**src/rtl/uart_tx_fifo.sv**
```systemverilog
// rtl/uart_tx_fifo.sv - UART transmitter with input FIFO, parity, 1/2 stop bits and runtime prescaler
module uart_tx_fifo #(
    parameter int DATA_WIDTH     = 8,
    parameter int PRESCALE_WIDTH = 16,
    parameter int FIFO_DEPTH     = 4
) (
    input  logic                      CLK,
    input  logic                      RST,
    input  logic [DATA_WIDTH-1:0]     P_DATA,
    input  logic                      Data_Valid,
    output logic                      Ready,
    input  logic                      PAR_EN,
    input  logic                      PAR_TYP,
    input  logic                      STOP2,
    input  logic [PRESCALE_WIDTH-1:0] Prescale,
    output logic                      TX_OUT,
    output logic                      busy
);
    localparam int PW   = $clog2(FIFO_DEPTH);
    localparam int CNTW = PW + 1;
    localparam int BCW  = $clog2(DATA_WIDTH);

    typedef enum logic [2:0] {S_IDLE, S_START, S_DATA, S_PARITY, S_STOP} state_t;

    state_t                    r_state, w_next;
    logic [DATA_WIDTH-1:0]     r_mem [FIFO_DEPTH];
    logic [PW-1:0]             r_wptr, r_rptr;
    logic [CNTW-1:0]           r_count;
    logic [DATA_WIDTH-1:0]     r_shift;
    logic [BCW-1:0]            r_bit_cnt;
    logic [PRESCALE_WIDTH-1:0] r_presc_cnt, r_pm1;
    logic                      r_par, r_par_en, r_stop2, r_stop_cnt, r_tx;

    logic                      w_push, w_pop, w_tx_next, w_shift, w_bit_adv, w_stop_set;
    logic                      w_bit_end, w_bit_last, w_has_data;
    logic [DATA_WIDTH-1:0]     w_head;
    logic [PRESCALE_WIDTH-1:0] w_pm1;

    assign Ready      = (r_count != CNTW'(FIFO_DEPTH));
    assign busy       = (r_state != S_IDLE) || (r_count != '0);
    assign TX_OUT     = r_tx;
    assign w_push     = Data_Valid && Ready;
    assign w_has_data = (r_count != '0);
    assign w_head     = r_mem[r_rptr];
    assign w_pm1      = (Prescale == '0) ? '0 : Prescale - PRESCALE_WIDTH'(1);
    assign w_bit_end  = (r_presc_cnt == r_pm1);
    assign w_bit_last = (r_bit_cnt == BCW'(DATA_WIDTH - 1));

    always_ff @(posedge CLK) begin
        if (!RST) r_state <= S_IDLE;
        else      r_state <= w_next;
    end

    always_comb begin
        w_next     = r_state;
        w_pop      = 1'b0;
        w_tx_next  = r_tx;
        w_shift    = 1'b0;
        w_bit_adv  = 1'b0;
        w_stop_set = 1'b0;
        case (r_state)
            S_IDLE: begin
                w_tx_next = 1'b1;
                if (w_has_data) begin
                    w_pop     = 1'b1;
                    w_tx_next = 1'b0;
                    w_next    = S_START;
                end
            end
            S_START: if (w_bit_end) begin
                w_bit_adv = 1'b1;
                w_tx_next = r_shift[0];
                w_next    = S_DATA;
            end
            S_DATA: if (w_bit_end) begin
                w_bit_adv = 1'b1;
                if (!w_bit_last) begin
                    w_shift   = 1'b1;
                    w_tx_next = r_shift[1];
                end else if (r_par_en) begin
                    w_tx_next = r_par;
                    w_next    = S_PARITY;
                end else begin
                    w_tx_next = 1'b1;
                    w_next    = S_STOP;
                end
            end
            S_PARITY: if (w_bit_end) begin
                w_bit_adv = 1'b1;
                w_tx_next = 1'b1;
                w_next    = S_STOP;
            end
            S_STOP: if (w_bit_end) begin
                w_bit_adv = 1'b1;
                if (r_stop2 && !r_stop_cnt) begin
                    w_stop_set = 1'b1;
                end else if (w_has_data) begin
                    // next frame starts on this edge so the line never idles between frames
                    w_pop     = 1'b1;
                    w_tx_next = 1'b0;
                    w_next    = S_START;
                end else begin
                    w_tx_next = 1'b1;
                    w_next    = S_IDLE;
                end
            end
            default: w_next = S_IDLE;
        endcase
    end

    always_ff @(posedge CLK) begin
        if (!RST) begin
            r_wptr  <= '0;
            r_rptr  <= '0;
            r_count <= '0;
        end else begin
            if (w_push) begin
                r_mem[r_wptr] <= P_DATA;
                r_wptr        <= r_wptr + PW'(1);
            end
            if (w_pop) r_rptr <= r_rptr + PW'(1);
            case ({w_push, w_pop})
                2'b10:   r_count <= r_count + CNTW'(1);
                2'b01:   r_count <= r_count - CNTW'(1);
                default: r_count <= r_count;
            endcase
        end
    end

    // frame configuration is captured at the pop so mid-frame input changes are ignored
    always_ff @(posedge CLK) begin
        if (!RST) begin
            r_tx        <= 1'b1;
            r_shift     <= '0;
            r_bit_cnt   <= '0;
            r_presc_cnt <= '0;
            r_pm1       <= '0;
            r_par       <= 1'b0;
            r_par_en    <= 1'b0;
            r_stop2     <= 1'b0;
            r_stop_cnt  <= 1'b0;
        end else begin
            r_tx <= w_tx_next;
            if (w_pop) begin
                r_shift     <= w_head;
                r_par       <= (^w_head) ^ PAR_TYP;
                r_par_en    <= PAR_EN;
                r_stop2     <= STOP2;
                r_pm1       <= w_pm1;
                r_bit_cnt   <= '0;
                r_presc_cnt <= '0;
                r_stop_cnt  <= 1'b0;
            end else if (w_bit_adv) begin
                r_presc_cnt <= '0;
                if (w_shift) begin
                    r_shift   <= r_shift >> 1;
                    r_bit_cnt <= r_bit_cnt + BCW'(1);
                end
                if (w_stop_set) r_stop_cnt <= 1'b1;
            end else if (r_state != S_IDLE) begin
                r_presc_cnt <= r_presc_cnt + PRESCALE_WIDTH'(1);
            end
        end
    end
endmodule

```
**config.mk**
```make
export PLATFORM = sky130hd
export DESIGN_NAME = uart_tx_fifo
export DESIGN_NICKNAME = d
export VERILOG_FILES = /design/src/rtl/uart_tx_fifo.sv
export SDC_FILE = /design/constraint.sdc
export NUM_CORES = 1
export LEC_CHECK = 0
export BUFFER_PORTS_ARGS = -buffer_cell sky130_fd_sc_hd__buf_2
export CAP_MARGIN = 15
export CORE_MARGIN = 10
export CORE_UTILIZATION = 60
export DETAILED_ROUTE_END_ITERATION = 7
export PLACE_DENSITY = 0.8
export SYNTH_ARGS = -nofsm -noshare
export SYNTH_HDL_FRONTEND = slang
export SYNTH_SLANG_ARGS = --single-unit
```
**constraint.sdc**
```tcl
create_clock -name CLK -period 3 [get_ports CLK]
set_input_delay 0.6 -clock CLK [delete_from_list [all_inputs] [get_ports CLK]]
set_output_delay 0.6 -clock CLK [all_outputs]
set_load 0.01 [all_outputs]
```
## Word level (Yosys, flattened, before mapping)

Memories as Yosys holds them, arrays and structs flattened. A register that Yosys moved wholly into a read port is not among the register bits.
Cells that the tools add are included.

- Add/sub/neg operators: 7
- Equality and inequality tests: 16
- Mux-type cells: 41
- Bitwise operators: 2
- Reductions and logical operators: 21

Operator list:

| cell | count |
|---|---|
| 3-bit 2-to-1 mux | 8 |
| 8-bit 2-to-1 mux | 3 |
| 1-bit 2-to-1 mux | 23 |
| 16-bit by 1-bit adder with 16-bit output, second input constant | 1 |
| 16-bit == test | 1 |
| 16-bit zero test | 1 |
| 16-bit 2-to-1 mux | 1 |
| 16-bit by 1-bit subtractor with 16-bit output, second input constant | 1 |
| 3-bit one-hot mux with 5 select lines | 1 |
| 2-bit inequality test, second input constant | 7 |
| 8-bit parity | 1 |
| 7-bit AND reduction | 1 |
| 3-bit by 1-bit adder with 3-bit output, second input constant | 2 |
| 3-bit by 2-bit == test with 1-bit output, second input constant | 2 |
| 3-bit == test, second input constant | 2 |
| 3-bit one-hot mux with 2 select lines | 1 |
| 2-bit AND reduction | 3 |
| 6-bit AND reduction | 1 |
| 2-bit nonzero test | 3 |
| 3-bit nonzero test | 2 |
| 1-bit one-hot mux with 5 select lines | 1 |
| 5-bit nonzero test | 1 |
| 2-bit by 1-bit adder with 2-bit output, second input constant | 2 |
| 2-bit 2-to-1 mux | 2 |
| other kinds (15) | 16 |

- Flip-flop bits (word level): 58
- Memory bits (writable): 32
- Bits of input ports: 30
- Logic and storage cells: 101
- Memories: 1

Memory list:

| memory | words | width | rd ports | clocked after memory_dff | write ports | line | source |
|---|---|---|---|---|---|---|---|
| r_mem | 4 | 8 | 1 | 1 | 1 | 26 | `logic [DATA_WIDTH-1:0] r_mem [FIFO_DEPTH];` |

## Longest topological paths before layout

Gate-level depths: netlist (run 1).

- Depth in word-level cells: 7
- Gate-level depth with buffers: 14
- Gate-level depth less buffers: 11

## Worst setup path after synthesis (run 1)

No wires, ideal clock.

- Kind: register -> register
- From: register r_presc_cnt[5]
- To: register r_count[2]
- Setup time: 0.071 ns
- Data arrival time: 2.717 ns
- Required time: 2.929 ns
- Slack: 0.212 ns
- Stages on the path, launching flop included: 15
- Buffers on the path: 3
- Period minus slack after synthesis: 2.788 ns
- Path through: dfxtp_1 buf_2 xor2_1 nor4_2 a41oi_1 or2_1 buf_6 inv_4 buf_6 ha_1 inv_1 fa_1 xor2_1 or3_1 a21oi_1

- Cells in the longest elaborated chain, start to end: 5
- Elaborated cells on any way between the ends: 7

RTL lines:

| what | line | source |
|---|---|---|
| from (decl) | 31 | `logic [PRESCALE_WIDTH-1:0] r_presc_cnt, r_pm1;` |
| from (signal assigned) | 161 | `r_presc_cnt <= r_presc_cnt + PRESCALE_WIDTH'(1);` |
| 16-bit == test (*) | 46 | `assign w_bit_end = (r_presc_cnt == r_pm1);` |
| 1-bit 2-to-1 mux (*) | 93 | `S_STOP: if (w_bit_end) begin` |
| 1-bit one-hot mux with 2 select lines (*) | 61 | `case (r_state)` |
| 2-bit by 1-bit == test with 1-bit output / 2-bit == test (equally long branches) | 122 | `case ({w_push, w_pop})` |
| 3-bit one-hot mux with 2 select lines / 2-bit nonzero test (equally long branches) | - |  |
| to (signal assigned) | 123 | `2'b10: r_count <= r_count + CNTW'(1);` |
| to (signal assigned) | 124 | `2'b01: r_count <= r_count - CNTW'(1);` |
| to (signal assigned) | 125 | `default: r_count <= r_count;` |
| to (decl) | 28 | `logic [CNTW-1:0] r_count;` |

Every way passes the cells marked *; elsewhere a longest branch is shown, timed or not.
A chain may end at the register's enable or synchronous reset.

## Final worst setup path (run 1)

- From: register r_presc_cnt[2]
- To: register r_count[2]

Same word-level chain as after synthesis.

==> results of run 1 <==
==> logic make-up (layout without fill, tap and decap cells) <==
| family | count (synthesis) | after routing | share of synthesized area [%] |
|---|---|---|---|
| and+or+nand+nor | 133 | 133 | 15.8 |
| muxes | 21 | 21 | 7.45 |
| xor gates and xnor gates | 53 | 53 | 11.1 |
| adders and majority gates | 10 | 10 | 3.04 |
| AOI/OAI and AO/OA | 55 | 55 | 9.69 |
| buffers and inverters | 29 | 68 | 3.38 |
| DFF | 92 | 92 | 49.5 |
==> flip-flops by register name, summed over array words and instances, names as in the netlist, named ones only <==
register,count
r_par_en,1
r_shift,8
r_mem,32
r_stop2,1
r_wptr,2
r_rptr,2
r_presc_cnt,16
r_pm1,16
TX_OUT,1
r_bit_cnt,3
r_par,1
r_stop_cnt,1
r_count,3
r_state,3
==> cell usage after synthesis, types with 2 or more instances <==
cell type	instances
dfxtp_1	60
nor2_1	45
xor2_1	34
edfxtp_1	32
nand2_1	28
xnor2_1	17
o2bb2ai_1	14
inv_1	13
mux2i_1	13
a21oi_1	10
ha_1	9
a211oi_1	8
and3_1	8
nand3_1	8
nor3_1	7
clkbuf_1	6
buf_2	5
nand4_1	5
nor4_1	5
buf_6	4
mux4_1	4
mux4_2	4
nor2b_1	4
o21ai_0	4
or3_1	4
nand3b_1	3
nor4_2	3
a211oi_2	2
a31oi_1	2
and2_1	2
or2_1	2
or4_1	2
==> how the worst max path moves through the flow <==
stage              startpoint    endpoint  slack, ps  cells past startpoint
6_report       r_presc_cnt[2]  r_count[2]        220                     11
5_1_grt        r_presc_cnt[5]  r_count[2]         30                     11
4_1_cts        r_presc_cnt[2]  r_count[2]        210                     11
3_5_place_dp   r_presc_cnt[2]  r_count[2]        250                     11
3_3_place_gp   r_presc_cnt[2]  r_count[2]        340                     11
2_1_floorplan  r_presc_cnt[5]  r_count[2]        210                     14
==> cell type report <==
type                    count  share of cell area [%]
flip-flops and latches     92                    45.0
clock inverters             7                    1.64
inverters                  14                    1.15
clock buffers               9                    2.58
multi-input cells         272                    42.8
well taps                  99                    2.58
repair buffers             38                    4.27
==> layer usage <==
metal	track usage [%]	routed length, um	vias up
met4	5.59	114	0
met5	0	0	-
met3	3.47	332	9
met2	26.3	4220	54
li1	-	-	1490
met1	20.0	3840	1444
==> worst reg2reg max path, delay by kind of cell (launching register included) <==
kind,cells,cell delay [ps]
and+or+nand+nor,3,1000
adders and majority gates,2,530
AOI/OAI and AO/OA,2,370
DFF,1,360
xor gates and xnor gates,2,320
buffers and inverters,2,120
==> power by group through the flow <==
stage / sequential [mW] / clock, mW / combinational (mW)
after floorplan: 1.67 / 0 / 1.46
after global placement: 1.74 / 0 / 1.68
after detailed placement: 1.75 / 0 / 1.75
after CTS: 1.72 / 0.857 / 1.76
after global routing: 1.76 / 0.898 / 1.95
final: 1.72 / 0.841 / 1.75
==> flow_summary.toml, run 1 <==
[pwr]
power_switching_mw = 1.67
seqPwrFrac_pct = 39.9
vdd_ir_drop_max_uv = 499
finalPower_mw = 4.32
combPwrFrac_pct = 40.6
clkPwrFrac_pct = 19.5
p_leak_nw = 1.89
switching_share_pct = 38.7
power_density_nw_per_um2 = 899
p_int_mw = 2.65

[logic_synthesis]
yosysTopAreaCell = "dfxtp_1"
syn_inst = 393
synth_top_area_share_pct = 27.5
synth-edff-count = 32
yosysSeqAreaShare_pct = 49.5
ys.flop_type = "dfxtp_1"
avgSynthCellArea_um2 = 11.1
syn-cell-area_um2 = 4360
ys_warn_count = 0
ys_seq_elements = 92
synth.distinct_cells = 58
async_flop_share_pct = 0
synth_area_leaders = "dfxtp_1, edfxtp_1, xor2_1"
syn-num-nets = 433

[sta]
hold_violations = 0
setup_slack_ps = 221
clock_skew_ps = 15.2
rsz0062_at_grt = "no"
hold_ws_ps = 427
finalSetupViolCount = 0
fin_crit_sh_pct = 92.6
tightest_slew_ps = 705
setup_tns_ps = 0
period_minus_slack_ps = 2780
slew_headroom_pct = 53.0
maxSlewViolCount = 0
fmax_mhz = 360

[layout]
layout_commonest_cell = "dfxtp_1"
stdcell_area_um2 = 4800
layout_common_cells = "dfxtp_1, nor2_1, xor2_1"
synthToLayoutAreaGrowth_pct = 10.1
final_util_pct = 66.9
ff_latch_area_um2 = 2160
instances_no_fill = 531
n_antenna_cell = 0
multi_input_area_um2 = 2050
final.fill_count = 553
final_nets = 467
layout-drive-gt1-share_pct = 16.9

[clock_network]
cts_sinks = 92
tritoncts.num_buffers = 9
hold_buffers = 0
postCtsSetupRepairBufs = 0
cts_tree = "built"
insertion_delay_ps = 380
clkTransAtPathRegs_ps = 110
cts_root_buffer = "clkbuf_8"
cts_max_level = 3
cts_resized = 0
clock_path_buffers = 2

[place]
routabilityCongestion = 0.869
io_buffers = 32
post-place-ws_ps = 251
place_area_um2 = 4600
place_inst = 515
hpwlAfterDp_mm = 6.38

[setup_path]
cp_max_fo = 4
crit_chain = "xor2_1, nor4_2, a41oi_1, or2_1, inv_4, ha_1, inv_1, fa_1, xor2_1, or3_1, a21oi_1"
critPathRequiredTime_ps = 3300
r2r_cells = 11
path_delay_family = "simple AND/OR/NAND/NOR gates"
critPathSlowestCell = "nor4_2"
cp.arrival_ps = 3080
cpPeakStageDelay_ps = 390
cp_num_buf_inv = 2
r2r_end = "r_count[2]"
r2r_slack_ps = 220
crit_type = "reg -> reg"
startpoint_type = "flop"
crit_top_cell = "xor2_1"
reg2reg_from = "r_presc_cnt[2]"
end_kind = "flop"

[outcome]
status = "complete, no violations"

[floorplan]
die_w_um = 105
start_util_pct = 60.8
die_area_um2 = 11100
fp-row-count = 31
dieHeight_um = 105
fp.coreArea_um2 = 7180
ios = 33

[worst_hold_path]
hold_end = "r_mem[1][3]"
hold_depth = 1
hp-class = "in -> reg"
min-delay-start = "P_DATA[3]"

[drt]
vias = 2997
drtAntennaViolNets = 0
firstDrtPassIters = 5
routedWlPerCell_um = 16.0
drc = 0
drt-total-wl_mm = 8.51
avgViaCountPerCell = 5.64
drt_iter0_markers = 168

[flow_run]
cap_violations = 0

[global_routing]
grt_max_degree = 24
grt_remaining_overflow = 0
grt_pass1_vias = 2969
grt_pass1_wl_mm = 14.4
grt.total_usage_pct = 15.9
grt_antenna_before_repair = 0
Power figures use the tool's default switching activity.
==> inputs of run 2 (changes only) <==
Settings changed: CELL_PAD_IN_SITES_DETAIL_PLACEMENT from default to 2, CELL_PAD_IN_SITES_GLOBAL_PLACEMENT from default to 2, CORE_UTILIZATION 60 to 40, PLACE_DENSITY 0.8 to default, PLACE_DENSITY_LB_ADDON from default to 0.1.
==> run 2 against run 1 <==
  * Hold slack got worse by 6.7 ps
  * Critical path depth stayed put
  * Via count rose by 2.5%
  * Maximum frequency up 0.67%
  * Non-clock buffer count increased by 3
  * Flip-flop and latch count unchanged
  * Sequential share of layout area shrank 0.73 points
  * Clock skew decreased by 5.5 ps
  * Sequential power is essentially flat
  * Worst setup slack improved by 18 ps
  * Critical path type unchanged
  * Largest power group unchanged
==> flow_summary.toml, run 2 (synthesis gave the netlist of run 1 again) <==
[floorplan]
fp-row-count = 38
die_w_um = 124
fp.coreArea_um2 = 10700
start_util_pct = 40.6
die_area_um2 = 15500
dieHeight_um = 124
ios = 33

[setup_path]
path_delay_family = "simple AND/OR/NAND/NOR gates"
cp_num_buf_inv = 2
cpPeakStageDelay_ps = 380
startpoint_type = "flop"
critPathSlowestCell = "nor4_2"
crit_chain = "xor2_1, nor4_2, a41oi_1, or2_1, inv_4, ha_1, inv_1, fa_1, xor2_1, or3_1, a21oi_1"
critPathRequiredTime_ps = 3320
cp.arrival_ps = 3080
crit_top_cell = "xor2_1"
crit_type = "reg -> reg"
end_kind = "flop"
cp_max_fo = 4

[place]
place_inst = 558
io_buffers = 32
hpwlAfterDp_mm = 8.30
routabilityCongestion = 0.760
post-place-ws_ps = 191

[drt]
drt-total-wl_mm = 11.2
routedWlPerCell_um = 19.5
wl_met1_mm = 5.18
drc = 0
drt_iter0_markers = 161
firstDrtPassIters = 4
dr_wl_met2_mm = 5.56
routed-wl-met3_um = 351
avgViaCountPerCell = 5.34
top_layer_used = "met4"
drtAntennaViolNets = 0
vias = 3072

[outcome]
status = "complete, no violations"

[global_routing]
grt_pass1_wl_mm = 18.3
grt_pass1_vias = 3403
grt.total_usage_pct = 14.7
grt_max_degree = 24
grt_remaining_overflow = 0
grt_antenna_before_repair = 0

[sta]
fin_crit_sh_pct = 92.0
setup_slack_ps = 240
tightest_slew_ps = 622
clock_skew_ps = 9.70
fmax_mhz = 362
finalSetupViolCount = 0
hold_violations = 0
hold_ws_ps = 420
period_minus_slack_ps = 2760
slew_headroom_pct = 58.5
maxSlewViolCount = 0

[clock_network]
tritoncts.num_buffers = 9
cts_max_level = 3
cts_sinks = 92
cts_tree = "built"
insertion_delay_ps = 390
hold_buffers = 0
clkTransAtPathRegs_ps = 100
clock_path_buffers = 2
cts_root_buffer = "clkbuf_8"

[flow_run]
cap_violations = 0

[layout]
layout_common_cells = "dfxtp_1, nor2_1, xor2_1"
final_util_pct = 45.5
top_regs = "r_mem: 32 flops, r_pm1: 16 flops, r_presc_cnt: 16 flops"
layout_commonest_cell = "dfxtp_1"
final.fill_count = 1151
n_antenna_cell = 0
largest_register_ffs = 32
layout-drive-gt1-share_pct = 17.9
top_register = "r_mem"
instances_no_fill = 575
synthToLayoutAreaGrowth_pct = 12.0
final_nets = 470

[pwr]
finalPower_mw = 4.48
power_density_nw_per_um2 = 917
vdd_ir_drop_max_uv = 321
p_leak_nw = 1.91

[worst_hold_path]
hp-class = "in -> reg"
==> run 2: per-stage QoR <==
stage	TNS (ps)	area (um2)
after floorplan	0	4360
after global placement	0	4670
after detailed placement	0	4670
after CTS	0	4870
after global routing	-22.1	4890
final	0	4890
==> run 2: metal layers <==
metal  global-route usage (%)  up-vias
li1                         -     1481
met2                     24.1       40
met4                     4.46        0
met5                        0        -
met1                     18.3     1540
met3                     3.96       11
==> run 2: area by class of cell <==
type	instances	area, um2	area share [%]
tap	140	175	3.58
multi-input combinational	272	2060	42.2
timing repair buffer	41	228	4.66
sequential	92	2160	44.3
clock inverter	7	78.8	1.61
clock buffer	9	124	2.53
inverter	14	55.1	1.13
==> run 2: worst reg2reg max path, delay by kind of cell (launching register included) <==
family          cells  cell delay [ps]
xor+xnor            2              320
simple gates        3              990
fa+ha+maj           2              550
compound gates      2              340
flops               1              360
buf+inv             2              130
==> run 2: power by group <==
part	internal, mW	total, mW	switching [mW]
sequential	1.52	1.74	0.214
clock	0.334	0.871	0.536
combinational	0.824	1.87	1.05
==> run 2: worst paths after layout <==
check | end | from | cells after the start | slack, ps
max reg2reg | r_count[2] | r_presc_cnt[2] | 11 | 240
min | r_pm1[0] | Prescale[0] | 2 | 420
max | r_count[2] | r_presc_cnt[2] | 11 | 240
min reg2reg | r_stop_cnt | r_stop_cnt | 1 | 470
==> run 2: timing repair <==
item,CTS,global route
setup endpoints to repair,0,1
buffers inserted,0,1
gates resized for setup,0,3
